File: config.mk
export PLATFORM = sky130hd
export DESIGN_NAME = alu_arbiter
export DESIGN_NICKNAME = d
export VERILOG_FILES = /design/src/rtl/alu_arbiter.sv
export SDC_FILE = /design/constraint.sdc
export NUM_CORES = 1
export LEC_CHECK = 0
export ABC_CLOCK_PERIOD_IN_PS = 7700
export BUFFER_PORTS_ARGS = -buffer_cell sky130_fd_sc_hd__buf_4
export CAP_MARGIN = 10
export CORE_UTILIZATION = 30
export CTS_CLUSTER_SIZE = 28
export DETAILED_ROUTE_END_ITERATION = 6
export GPL_ROUTABILITY_DRIVEN = 1
export SYNTH_ARGS = -nofsm -noshare
export SYNTH_HDL_FRONTEND = slang
export SYNTH_SLANG_ARGS = --single-unit
export TNS_END_PERCENT = 1
File: constraint.sdc
create_clock -name clk -period 7.7 [get_ports clk]
set_clock_uncertainty 0.2 [all_clocks]
set_input_delay 1.54 -clock clk [delete_from_list [all_inputs] [get_ports clk]]
set_output_delay 1.54 -clock clk [all_outputs]
set_load 0.02 [all_outputs]
File: src/rtl/alu_arbiter.sv
// Two-requester round-robin front end sharing a single W-bit ALU.
// One operation is in flight at a time: IDLE accepts, EXEC computes, RESP holds the result.
module alu_arbiter #(
   parameter int W = 64
) (
   input  logic         clk,
   input  logic         rst_n,
   input  logic [1:0]   req_valid,
   output logic [1:0]   req_ready,
   input  logic [1:0]   req_fun0,
   input  logic [1:0]   req_fun1,
   input  logic [W-1:0] req_a0,
   input  logic [W-1:0] req_b0,
   input  logic [W-1:0] req_a1,
   input  logic [W-1:0] req_b1,
   output logic         rsp_valid,
   input  logic         rsp_ready,
   output logic         rsp_id,
   output logic [W-1:0] rsp_val,
   output logic [2:0]   rsp_cc
);

   typedef enum logic [1:0] {
      IDLE = 2'd0,
      EXEC = 2'd1,
      RESP = 2'd2
   } state_t;

   state_t         state_r;
   state_t         state_nxt_s;
   logic           last_r;
   logic           win_s;
   logic           any_s;
   logic           accept_s;
   logic [1:0]     fun_r;
   logic [W-1:0]   a_r;
   logic [W-1:0]   b_r;
   logic           id_r;
   logic [W+2:0]   res_s;
   logic [W-1:0]   rsp_val_r;
   logic [2:0]     rsp_cc_r;
   logic           rsp_id_r;

   // Result packed as {ZF, SF, OF, value}; carry-out is dropped by the W-bit sum.
   function automatic logic [W+2:0] alu_calc(input logic [1:0] fun,
                                             input logic [W-1:0] a,
                                             input logic [W-1:0] b);
      logic [W-1:0] r;
      logic         of;
      r  = '0;
      of = 1'b0;
      case (fun)
         2'd0: begin
            r  = a + b;
            of = (a[W-1] == b[W-1]) && (r[W-1] != a[W-1]);
         end
         2'd1: begin
            r  = a - b;
            of = (a[W-1] != b[W-1]) && (r[W-1] != a[W-1]);
         end
         2'd2: begin
            r  = a & b;
            of = 1'b0;
         end
         default: begin
            r  = a ^ b;
            of = 1'b0;
         end
      endcase
      return {(r == '0), r[W-1], of, r};
   endfunction

   // Round-robin pick: a lone requester wins, a tie goes to the one not granted last.
   always_comb begin
      any_s = |req_valid;
      if (req_valid == 2'b11) begin
         win_s = ~last_r;
      end else if (req_valid[1]) begin
         win_s = 1'b1;
      end else begin
         win_s = 1'b0;
      end
      accept_s = (state_r == IDLE) && any_s;
      res_s    = alu_calc(fun_r, a_r, b_r);
   end

   // State register.
   always_ff @(posedge clk or negedge rst_n) begin
      if (!rst_n) begin
         state_r <= IDLE;
      end else begin
         state_r <= state_nxt_s;
      end
   end

   // Next-state logic.
   always_comb begin
      state_nxt_s = state_r;
      case (state_r)
         IDLE: begin
            if (any_s) begin
               state_nxt_s = EXEC;
            end else begin
               state_nxt_s = IDLE;
            end
         end
         EXEC: state_nxt_s = RESP;
         RESP: begin
            if (rsp_ready) begin
               state_nxt_s = IDLE;
            end else begin
               state_nxt_s = RESP;
            end
         end
         default: state_nxt_s = IDLE;
      endcase
   end

   // Output decode: grant is combinational in IDLE only.
   always_comb begin
      req_ready = 2'b00;
      if (accept_s) begin
         req_ready = win_s ? 2'b10 : 2'b01;
      end else begin
         req_ready = 2'b00;
      end
      rsp_valid = (state_r == RESP);
      rsp_id    = rsp_id_r;
      rsp_val   = rsp_val_r;
      rsp_cc    = rsp_cc_r;
   end

   // Operand capture on acceptance and result registration in EXEC.
   always_ff @(posedge clk or negedge rst_n) begin
      if (!rst_n) begin
         last_r    <= 1'b1;
         fun_r     <= 2'd0;
         a_r       <= '0;
         b_r       <= '0;
         id_r      <= 1'b0;
         rsp_val_r <= '0;
         rsp_cc_r  <= 3'd0;
         rsp_id_r  <= 1'b0;
      end else if (accept_s) begin
         last_r <= win_s;
         id_r   <= win_s;
         fun_r  <= win_s ? req_fun1 : req_fun0;
         a_r    <= win_s ? req_a1 : req_a0;
         b_r    <= win_s ? req_b1 : req_b0;
      end else if (state_r == EXEC) begin
         rsp_val_r <= res_s[W-1:0];
         rsp_cc_r  <= res_s[W+2:W];
         rsp_id_r  <= id_r;
      end else begin
         rsp_val_r <= rsp_val_r;
      end
   end

endmodule

==> impl_metrics.json <==
{
  "yosys_warnings": 0,
  "synth_top_area_share_pct": 27.6,
  "gp_congestion": 0.971,
  "grt_pass1_wl_mm": 116,
  "route.detailed.drc": 34,
  "synth_common_cells": "inv_1, dfrtp_1, a21oi_1",
  "syn_area_per_cell_sq_um": 7.88,
  "synth_top_cell_by_area": "dfrtp_1",
  "cp-end-kind": "register",
  "clk_path_buf_depth": 3,
  "maxCapViolations": 0,
  "ctsRootBufferMaster": "clkbuf_16",
  "drt_iter0_markers": 2068,
  "htree_levels": 1,
  "criticalPathCategory": "reg -> reg",
  "grt_max_degree": 106,
  "start_util_pct": 30.5,
  "synth_nets": 2693,
  "synthArstFlopShare_pct": 100,
  "violations": "DRC",
  "core_area_sq_um": 59400,
  "cts.repair.resized": 0,
  "drive_above_1_share_pct": 18.7,
  "vias": 19696,
  "syn_area_sq_um": 18100,
  "tightest_slew_ns": 1.11,
  "pin_count": 336,
  "vias_per_cell": 5.97,
  "yosys-top-cells-area": "dfrtp_1, ha_1, a222oi_1, inv_1, a21oi_1",
  "cts_hold_buf": 0,
  "die_h_microns": 248,
  "clock_latency_ns": 0.56,
  "grt.total_usage_pct": 24.5,
  "die_w_microns": 248,
  "postRouteAntennaNets": 0,
  "outcome": "finished with violations",
  "diodes": 0,
  "rows": 89,
  "grt_pass1_vias": 18678,
  "start_kind": "register",
  "post-cts-setup-buffers": 0,
  "nFillCells": 6172,
  "yosysSeqAreaShare_pct": 27.8,
  "slew_headroom_pct": 24.9,
  "cp.required_ns": 7.95,
  "wl_per_cell_microns": 23.5,
  "hold_viol_final": 0,
  "wl_mm": 77.6,
  "antenna_found_initial": 0,
  "fin_crit_sh_pct": 72.8,
  "worst_ep_arrival_time_ns": 5.86,
  "overflow": 0,
  "synth_cells": 2298,
  "io_buffers": 335,
  "cts_tree": "yes",
  "synthFlopType": "dfrtp_1",
  "cts.sinks": 201,
  "layout.nets": 2908,
  "clock.fmax_ghz": 0.178,
  "dr.pass1.iters": 7,
  "cts.clk_slew.worst_paths_ns": 0.06,
  "finalCriticalPeriod_ns": 5.61,
  "synth_edf_count": 0,
  "die_area_sq_um": 61300,
  "syn_to_final_growth_pct": 21.3,
  "synth_cell_types": 97,
  "rsz0062_at_grt": "no",
  "cts_buffers": 25,
  "setup_violations": 0,
  "ys_ff_latch": 201,
  "finalSetupTns_ns": 0,
  "hold_class": "reg -> reg",
  "synth_most_common_cell": "inv_1",
  "dp_hpwl_mm": 59.4,
  "cp_max_fo": 56,
  "maxSlewViolCount": 0
}
## final cells by class
cell class              count  area [sq um]  share of cell area (%)
multi-input cells        1652         11400                    52.0
flip-flops and latches    201          5040                    22.9
repair buffers            354          2660                    12.1
inverters                 279          1050                    4.77
well taps                 773           967                    4.40
clock buffers              30           664                    3.02
clock inverters            12           166                   0.757
## layer usage
layer	part of all wire (%)	global-route usage, %	vias to the layer above
li1	-	-	9045
met1	45	34.9	9542
met2	44	37.6	975
met3	8.1	3.71	134
met4	2.9	7.76	0
met5	0	0	-
## per-stage QoR
step,setup WS [ns],instances,util (%),cell area [sq um],hold slack (ns)
4_1_cts,2.19,3301,37.0,22000,0.280
5_1_grt,1.80,3301,37.0,22000,0.292
6_report,2.09,3301,37.0,22000,0.276
3_5_place_dp,2.23,3259,35.6,21100,0.266
3_3_place_gp,2.27,3259,35.6,21100,0.256
2_1_floorplan,3.35,2298,-,18100,0.246
## worst max-delay path: stages, from the launching register on
cell and delay, ns:
dfrtp_4 0.74, inv_2 0.82, nand2_2 0.79, nor3_1 0.32
o21ai_0 0.14, nor2_1 0.13, nand4_1 0.17, nor4b_1 0.36
nand4_1 0.22, nor4_1 0.52, nand4_1 0.16, nor4_1 0.36
nand4_1 0.15, o41ai_2 0.32
## registers in the layout, summed over array words and instances (netlist names)
| name | cells |
|---|---|
| state_r | 2 |
| rsp_id | 1 |
| a_r | 64 |
| rsp_val | 63 |
| b_r | 64 |
| last_r | 1 |
| rsp_cc | 3 |
| fun_r | 2 |
| id_r | 1 |
## final timing paths
check                         start     endpoint  slack [ns]  depth (start not counted)
setup / recovery           fun_r[0]    rsp_cc[2]        2.09                         13
hold / removal                 id_r         id_r        0.28                          1
setup reg to reg           fun_r[0]    rsp_cc[2]        2.09                         13
hold reg to reg                id_r         id_r        0.28                          1
max in group asynchronous     rst_n  rsp_val[40]        4.99                          2
min in group asynchronous     rst_n       a_r[5]        0.87                          1
## cells by family (layout without fill, tap and decap cells)
kind of cell	Yosys count	after routing	synth area share, %
compound gates	819	819	32.7
xor+xnor	28	28	1.35
fa+ha+maj	130	130	9.07
buf+inv	445	675	9.34
flops	201	201	27.8
mux	54	54	3.21
simple gates	621	621	16.6
## layout by cell type, fill, tap and decap left out, types with 27 or more instances in the layout
master,n
nor3_1,49
nand2_1,184
ha_1,128
a21oi_1,187
a222oi_1,132
buf_4,353
o31ai_1,38
inv_1,275
mux2i_1,31
a21o_1,27
o21ai_0,143
a211oi_1,29
nor2_1,156
nor4_1,35
nand4_1,48
a31oi_1,30
dfrtp_1,198
nand3_1,45
Power is left out: the tool's default activity adds up to more than one toggle a clock period on the data nets, which glitch-free logic cannot reach.
